**config.mk**
```make
export PLATFORM = sky130hd
export DESIGN_NAME = qpu_exu_oitf_ctrl
export DESIGN_NICKNAME = d
export VERILOG_FILES = /design/src/rtl/qpu_exu_oitf_ctrl.sv
export SDC_FILE = /design/constraint.sdc
export NUM_CORES = 1
export LEC_CHECK = 0
export ABC_AREA = 1
export BUFFER_PORTS_ARGS = -buffer_cell sky130_fd_sc_hd__buf_2
export CAP_MARGIN = 20
export CELL_PAD_IN_SITES_DETAIL_PLACEMENT = 1
export CELL_PAD_IN_SITES_GLOBAL_PLACEMENT = 2
export CORE_MARGIN = 8
export CORE_UTILIZATION = 27
export DETAILED_ROUTE_END_ITERATION = 8
export MAX_ROUTING_LAYER = met4
export PLACE_DENSITY = 0.85
export RECOVER_POWER = 25
export SYNTH_ARGS = -nofsm -noshare
export SYNTH_HDL_FRONTEND = slang
export SYNTH_SLANG_ARGS = --single-unit
```
**constraint.sdc**
```tcl
create_clock -name clk -period 2.3 [get_ports clk]
set_clock_uncertainty 0.2 [all_clocks]
set_input_delay 0.69 -clock clk [delete_from_list [all_inputs] [get_ports clk]]
set_output_delay 0.69 -clock clk [all_outputs]
set_load 0.02 [all_outputs]
```
**src/rtl/qpu_exu_oitf_ctrl.sv**
```systemverilog
// Outstanding Instruction Track FIFO for the long pipe: allocates at dispatch,
// retires in order at write-back, and flags RAW/WAW hazards against in-flight entries.
module qpu_exu_oitf_ctrl #(
  parameter int OITF_DEPTH = 4,
  parameter int RFIDX_W    = 5,
  parameter int PTR_W      = $clog2(OITF_DEPTH)
) (
  input  logic               clk,
  input  logic               rst,
  input  logic               dis_ena,
  output logic               dis_ready,
  input  logic               disp_i_rdwen,
  input  logic [RFIDX_W-1:0] disp_i_rdidx,
  input  logic               disp_i_rs1en,
  input  logic [RFIDX_W-1:0] disp_i_rs1idx,
  input  logic               disp_i_rs2en,
  input  logic [RFIDX_W-1:0] disp_i_rs2idx,
  output logic [PTR_W-1:0]   dis_ptr,
  input  logic               ret_ena,
  output logic [PTR_W-1:0]   ret_ptr,
  output logic [RFIDX_W-1:0] ret_rdidx,
  output logic               ret_rdwen,
  output logic               oitfrd_match_disprs1,
  output logic               oitfrd_match_disprs2,
  output logic               oitfrd_match_disprd,
  output logic               oitf_empty,
  output logic [PTR_W:0]     oitf_cnt
);

  localparam logic [PTR_W:0] PTR_ONE = {{PTR_W{1'b0}}, 1'b1};

  // Pointers carry the wrap flag as their MSB so full/empty/count fall out of plain arithmetic.
  logic [PTR_W:0]       wptr_q, wptr_d;
  logic [PTR_W:0]       rptr_q, rptr_d;
  logic [OITF_DEPTH-1:0] valid_q;
  logic [OITF_DEPTH-1:0] rdwen_q;
  logic [RFIDX_W-1:0]   rdidx_q [OITF_DEPTH];

  logic full;
  logic empty;
  logic alloc_fire;
  logic ret_fire;

  assign full  = (wptr_q[PTR_W-1:0] == rptr_q[PTR_W-1:0]) && (wptr_q[PTR_W] != rptr_q[PTR_W]);
  assign empty = (wptr_q == rptr_q);

  assign alloc_fire = dis_ena & ~full;
  assign ret_fire   = ret_ena & ~empty;

  assign wptr_d = alloc_fire ? (wptr_q + PTR_ONE) : wptr_q;
  assign rptr_d = ret_fire   ? (rptr_q + PTR_ONE) : rptr_q;

  always_ff @(posedge clk) begin
    if (rst) begin
      wptr_q  <= '0;
      rptr_q  <= '0;
      valid_q <= '0;
      rdwen_q <= '0;
      for (int i = 0; i < OITF_DEPTH; i++) begin
        rdidx_q[i] <= '0;
      end
    end else begin
      wptr_q <= wptr_d;
      rptr_q <= rptr_d;
      // Allocate and retire slots never coincide: equal pointers mean full (no
      // allocate) or empty (no retire).
      if (ret_fire) begin
        valid_q[rptr_q[PTR_W-1:0]] <= 1'b0;
      end
      if (alloc_fire) begin
        valid_q[wptr_q[PTR_W-1:0]] <= 1'b1;
        rdwen_q[wptr_q[PTR_W-1:0]] <= disp_i_rdwen;
        rdidx_q[wptr_q[PTR_W-1:0]] <= disp_i_rdidx;
      end
    end
  end

  assign dis_ready  = ~full;
  assign oitf_empty = empty;
  assign oitf_cnt   = wptr_q - rptr_q;
  assign dis_ptr    = wptr_q[PTR_W-1:0];
  assign ret_ptr    = rptr_q[PTR_W-1:0];

  assign ret_rdidx = rdidx_q[rptr_q[PTR_W-1:0]];
  assign ret_rdwen = valid_q[rptr_q[PTR_W-1:0]] & rdwen_q[rptr_q[PTR_W-1:0]];

  logic hit_rs1;
  logic hit_rs2;
  logic hit_rd;

  always_comb begin
    hit_rs1 = 1'b0;
    hit_rs2 = 1'b0;
    hit_rd  = 1'b0;
    for (int i = 0; i < OITF_DEPTH; i++) begin
      if (valid_q[i] && rdwen_q[i]) begin
        if (rdidx_q[i] == disp_i_rs1idx) hit_rs1 = 1'b1;
        if (rdidx_q[i] == disp_i_rs2idx) hit_rs2 = 1'b1;
        if (rdidx_q[i] == disp_i_rdidx)  hit_rd  = 1'b1;
      end
    end
  end

  assign oitfrd_match_disprs1 = hit_rs1 & disp_i_rs1en;
  assign oitfrd_match_disprs2 = hit_rs2 & disp_i_rs2en;
  assign oitfrd_match_disprd  = hit_rd  & disp_i_rdwen;

endmodule

```
==> reports/qor.txt, run 1 <==
H-tree depth = 2
largest area contributor in the netlist = nand2_1
Root Driver = clkbuf_8
CP Cell Sequence = buf_4, inv_2, nand2_1, nand2_1, nor2_2, nand3_1, nand2_1, nor2_2, nor2_2, buf_6
Worst VDD drop = 0.341 mV
first-pass GRT wire length = 17000 µm
DRC Markers = 0
Synth top area share = 0.239
RSZ-0062 raised after global routing = true
hold-fix buffers at CTS = 0
initial DRC count = 90
Clock Path Buffers = 2
CP max stage delay = 140 ps
setup violators final = 22
CP Max Fanout = 6
num rows = 37
clock latency on the worst-skew pair = 280 ps
Synth Register Bits = 36
layout cells sized above 1 = 0.318
antenna viol nets, final = 0
Layout Cells excl Fill = 671
GRT Overall Usage = 0.154
register area share after synthesis = 0.329
Avg Cell Area, Syn = 6.14 µm²
failing checks = negative setup slack
Synth area leaders = nand2_1 (24%), edfxtp_1 (21%), dfxtp_1 (11%)
Synth warnings = 0
total die area = 13900 µm²
I/O Pins = 40
Die Y = 118 µm
Die X = 118 µm
DRT Wirelength = 10400 µm
register clock-pin slew on the reported worst setup and hold paths = 70 ps
period utilisation layout = 1.09
max-slew violation count = 0
largest net degree at the start of global routing = 12
Startpoint Class = input pin
ant diodes = 0
Max-Slew Margin vs Limit = 0.345
Via density = 4.64
CP Capture Type = output pin
Layout area overhead = 35.1%
Peak Freq = 400 MHz
fin crit period = 2500 ps
fillers = 1354
CP Data Arrival Time = 1610 ps
TNS Setup = -1350 ps
Power Density = 602 nW/µm²
CP Class = in2out
core area = 10200 µm²
DR pass1 iterations = 4
actual slew at the worst max-slew pin = 974 ps
CTS tree = done
Vias = 3116
IO buf count = 39
Hold Crit Class = reg2reg
antenna violations before repair = 0
count of cell types in the netlist = 24
Max-Cap Viols = 0
Pleak = 1.87 nW
outcome = finished with violations
Routed WL per cell = 15.5 µm
Mapped Area = 2800 µm²
CTS Buf Count = 5
Final HPWL DP = 8360 µm
commonest non-fill, non-tap cell in the layout = nand2_1
GRT overflow = 0
nets = 567
syn nets = 489
worst setup margin = -198 ps
Initial Util = 0.275
Placed Cells = 646
CTS Sinks = 36
Worst Path Required = 1410 ps
GPL Wtd Cong = 0.857
Syn Inst Count = 456
commonest cells after routing, fill and taps aside = nand2_1 (174), nor2_1 (60), buf_4 (45)
Slowest cell on crit path = buf_6
vias in the first global route = 3377
endpoints failing hold = 0
area by class of cell:
cell class	instances	area [µm²]	share of cell area
clock buffers	7	97.6	0.0258
clock inverters	1	5.00	0.00132
inverters	55	221	0.0586
multi-input cells	356	1740	0.461
flip-flops and latches	36	931	0.246
well taps	136	170	0.0450
repair buffers	80	614	0.162
flip-flops by register name (all words and copies together), names as in the netlist, named ones only:
| name | cells |
|---|---|
| wptr_q | 3 |
| rdidx_q | 20 |
| rdwen_q | 4 |
| rptr_q | 3 |
| valid_q | 4 |
cell usage after synthesis:
cell and instances:
nor2_4 1, nand2_2 8, a21oi_1 27, inv_2 2, o22ai_1 1, edfxtp_1 20
dfxtp_1 16, buf_2 4, o31ai_1 1, inv_1 53, nand3_2 2, buf_4 4
o21ai_1 1, nand4_1 5, o21ai_0 19, nand3_4 1, ha_1 10, xor2_1 2
nand2_1 178, nor2_2 1, nand3_1 21, buf_6 1, fa_1 1, nor2_1 77
metal layers:
layer	routed length, µm	global-route usage	vias to the layer above
met5	0	-	-
met4	155	0.0408	0
met3	248	0.0153	13
met2	5520	0.285	48
met1	4500	0.172	1476
li1	-	-	1579
metrics by stage:
step                       util  power [mW]  setup slack [ps]  area, µm²  hold slack, ps
final                     0.371        2.28              -198       3780             262
after global placement    0.323        1.54              -353       3290             252
after global routing      0.371        2.41              -280       3780             285
after CTS                 0.359        2.19              -218       3650             266
after floorplan               -        1.26              33.4       2810             239
after detailed placement  0.323        1.57              -325       3290             255
final timing paths:
path	start	end	slack, ps	cells after the start
worst max-delay path	disp_i_rdidx[2]	oitfrd_match_disprd	-200	10
worst min-delay path	valid_q[1]$_SDFF_PP0_	valid_q[1]$_SDFF_PP0_	260	2
worst max register to register	rptr_q[1]$_SDFFE_PP0P_	rdidx_q[0][3]$_SDFFCE_PN0P_	-50	9
worst min register to register	valid_q[1]$_SDFF_PP0_	valid_q[1]$_SDFF_PP0_	260	2
critical path, delay by kind of cell:
| kind | cells | cell delay, ps |
|---|---|---|
| simple gates | 7 | 580 |
| buf+inv | 3 | 330 |
logic make-up (layout without fill, tap and decap cells):
group                    count (synthesis)  after routing  share of synthesized area
XOR/XNOR                                 2              2                    0.00626
AND/OR/NAND/NOR                        294            294                      0.428
buffers and inverters                   64            143                     0.0957
AO/OA/AOI/OAI                           49             49                     0.0890
flip-flops                              36             36                      0.329
adder cells (fa/ha/maj)                 11             11                     0.0519
what timing repair did:
action,4_1_cts,5_1_grt
hold endpoints to repair,0,0
pin swaps,21,19
gates resized for setup,73,55
endpoints found under the setup margin,17,12
setup buffers,13,4
power by group:
part	internal, mW	leakage [nW]	switching, mW
clock network	0.278	0.0534	0.216
registers	0.737	0.340	0.0619
logic	0.406	1.47	0.580
(Power assumes the default switching activity.)
==> run 2, diff against run 1 <==
--- a/config.mk
+++ b/config.mk
@@ -5,16 +5,16 @@
 export SDC_FILE = /design/constraint.sdc
 export NUM_CORES = 1
 export LEC_CHECK = 0
-export ABC_AREA = 1
 export BUFFER_PORTS_ARGS = -buffer_cell sky130_fd_sc_hd__buf_2
 export CAP_MARGIN = 20
 export CELL_PAD_IN_SITES_DETAIL_PLACEMENT = 1
 export CELL_PAD_IN_SITES_GLOBAL_PLACEMENT = 2
 export CORE_MARGIN = 8
-export CORE_UTILIZATION = 27
+export CORE_UTILIZATION = 33
 export DETAILED_ROUTE_END_ITERATION = 8
+export GPL_ROUTABILITY_DRIVEN = 0
 export MAX_ROUTING_LAYER = met4
-export PLACE_DENSITY = 0.85
+export PLACE_DENSITY = 0.87
 export RECOVER_POWER = 25
 export SYNTH_ARGS = -nofsm -noshare
 export SYNTH_HDL_FRONTEND = slang
==> constraint.sdc (replaced) <==
create_clock -name clk -period 2 [get_ports clk]
set_clock_uncertainty 0.2 [all_clocks]
set_input_delay 0.6 -clock clk [delete_from_list [all_inputs] [get_ports clk]]
set_output_delay 0.6 -clock clk [all_outputs]
set_load 0.02 [all_outputs]
==> run 2 against run 1 <==
The run still ends with negative setup slack left; critical endpoint is now oitfrd_match_disprs1; area after synthesis shrank 9.7%; sequential cell count is the same; worst hold slack gained 44 ps; critical path type is now reg2out; synthesized cell count shrank 46%; final area shrank 7.8%.
==> reports/qor.txt, run 2 <==
syn nets = 280
H-tree depth = 2
Root Driver = clkbuf_8
clock latency on the worst-skew pair = 280 ps
ant diodes = 0
Via density = 5.06
Peak Freq = 393 MHz
max reg flops = 20
hold path startpoint = valid_q[0]$_SDFF_PP0_
EDFF count, synth = 20
Sw Pwr = 0.898 mW
internal power = 1.67 mW
CTS tree = done
Syn Inst Count = 247
register area share after synthesis = 0.365
count of cell types in the netlist = 32
Hold Slack = 306 ps
Layout Cells excl Fill = 412
Vias = 2085
DRC Markers = 0
part of the power in registers = 0.366
Worst Path Required = 1200 ps
Max-Cap Viols = 0
Layout area overhead = 38.0%
I/O Pins = 40
commonest cells after routing, fill and taps aside = xnor2_1 (49), buf_4 (26), buf_2 (25)
Startpoint Class = flop
RSZ-0062 raised after global routing = true
antenna violations before repair = 0
most used flip-flop cell after synthesis = edfxtp_1
hold path depth = 2
Hold Crit Class = reg2reg
largest net degree at the start of global routing = 14
Clk network pwr share = 0.209
Async SR Flop Fraction = 0
Reg2Reg Launch Point = rptr_q[1]$_SDFFE_PP0P_
max-slew violation count = 0
failing checks = negative setup slack
Placed Cells = 392
Synth Register Bits = 36
r2r endpoint = rdidx_q[1][0]$_SDFFCE_PN0P_
outcome = finished with violations
Die X = 103 µm
largest register by flop count = rdidx_q
post-layout util = 0.461
most frequent cell after synthesis = xnor2_1
setup violators final = 13
CP Data Arrival Time = 1740 ps
Pleak = 1.34 nW
fin crit period = 2540 ps
top flop regs = rdidx_q x20, rdwen_q x4, valid_q x4
Die Y = 103 µm
Clock Path Buffers = 2
R2R setup slack = 10 ps
Reg2Reg Depth = 7
Avg Cell Area, Syn = 10.2 µm²
Initial Util = 0.334
hold endpoint = valid_q[0]$_SDFF_PP0_
nets = 342
first-pass GRT wire length = 12200 µm
core area = 7570 µm²
endpoints failing hold = 0
total die area = 10700 µm²
Final HPWL DP = 6010 µm
IO buf count = 39
DR pass1 iterations = 4
Power Density = 737 nW/µm²
commonest non-fill, non-tap cell in the layout = xnor2_1
num rows = 32
CP Max Fanout = 3
period utilisation layout = 1.27
register clock-pin slew on the reported worst setup and hold paths = 70 ps
largest area contributor in the netlist = edfxtp_1
vias in the first global route = 2283
worst setup margin = -544 ps
Worst VDD drop = 0.367 mV
Max-Slew Margin vs Limit = 0.748
GRT Overall Usage = 0.157
Mapped Area = 2530 µm²
GRT overflow = 0
CTS Sinks = 36
initial DRC count = 50
CTS Buf Count = 5
Routed WL per cell = 19.8 µm
DRT Wirelength = 8140 µm
Synth warnings = 0
fillers = 825
Synth area leaders = edfxtp_1 (24%), xnor2_1 (18%), dfxtp_1 (13%)
Synth top area share = 0.238
CP Capture Type = output pin
antenna viol nets, final = 0
layout cells sized above 1 = 0.426
Net Sw Frac = 0.349
CP Class = reg2out
commonest cells in the netlist = xnor2_1 (51), and2_1 (20), edfxtp_1 (20)
actual slew at the worst max-slew pin = 376 ps
Logic pwr share = 0.425
==> run 2: metal layers <==
| metal | part of all wire | global-route usage | routed length (µm) | up-vias |
|---|---|---|---|---|
| met5 | 0 | - | 0 | - |
| met4 | 0.026 | 0.0578 | 215 | 0 |
| met3 | 0.038 | 0.0214 | 308 | 16 |
| met2 | 0.53 | 0.270 | 4290 | 51 |
| met1 | 0.41 | 0.182 | 3330 | 1057 |
| li1 | - | - | - | 961 |
==> run 2: kinds of logic after synthesis <==
family	count (synthesis)	synth area share
compound gates	21	0.0644
fa+ha+maj	11	0.0575
mux	11	0.0684
buf+inv	29	0.0515
xor+xnor	67	0.235
simple gates	72	0.158
flops	36	0.365
==> run 2: final cells by class <==
cell class / count / area (µm²) / area share
multi-input combinational: 182 / 1670 / 0.478
timing repair buffer: 75 / 617 / 0.177
clock inverter: 2 / 10.0 / 0.00287
clock buffer: 6 / 82.6 / 0.0237
tap: 102 / 128 / 0.0366
sequential: 36 / 943 / 0.271
inverter: 9 / 38.8 / 0.0111
==> run 2: worst max path at each step <==
stage / from / to / slack [ps]
floorplan: disp_i_rs1idx[3] / oitfrd_match_disprs1 / -270
global placement: disp_i_rdidx[4] / oitfrd_match_disprd / -420
detailed placement: disp_i_rdidx[0] / oitfrd_match_disprd / -470
CTS: rdidx_q[1][0]$_SDFFCE_PN0P_ / oitfrd_match_disprd / -520
global route: rdidx_q[1][1]$_SDFFCE_PN0P_ / oitfrd_match_disprs1 / -600
finish: rdidx_q[1][1]$_SDFFCE_PN0P_ / oitfrd_match_disprs1 / -540
==> run 2: power groups by stage <==
stage | Combinational, mW | Clock (mW) | Sequential (mW)
2_1_floorplan | 0.599 | 0 | 0.929
3_5_place_dp | 0.883 | 0 | 0.947
4_1_cts | 1.00 | 0.546 | 0.939
3_3_place_gp | 0.853 | 0 | 0.943
6_report | 1.09 | 0.537 | 0.941
5_1_grt | 1.17 | 0.577 | 0.947
==> run 2: per-stage QoR <==
stage | worst slack [ps] | TNS (ps) | power, mW | cell area, µm²
2_1_floorplan | -270 | -894 | 1.53 | 2700
3_3_place_gp | -422 | -1420 | 1.80 | 3040
3_5_place_dp | -469 | -1520 | 1.83 | 3040
4_1_cts | -518 | -4130 | 2.49 | 3320
5_1_grt | -605 | -5820 | 2.70 | 3490
6_report | -544 | -4380 | 2.57 | 3490
==> run 2: critical path: stages, from the launching register on <==
cell      delay (ps)
edfxtp_1         470
buf_6            170
xor2_2           170
nor3_2            60
o41a_1           430
buf_6            140
==> run 2: timing repair <==
| action | in CTS | in global routing |
|---|---|---|
| hold buffers | 0 | 0 |
| pin swaps | 25 | 25 |
| setup buffers | 6 | 6 |
| setup endpoints to repair | 13 | 42 |
| resized for setup | 44 | 28 |
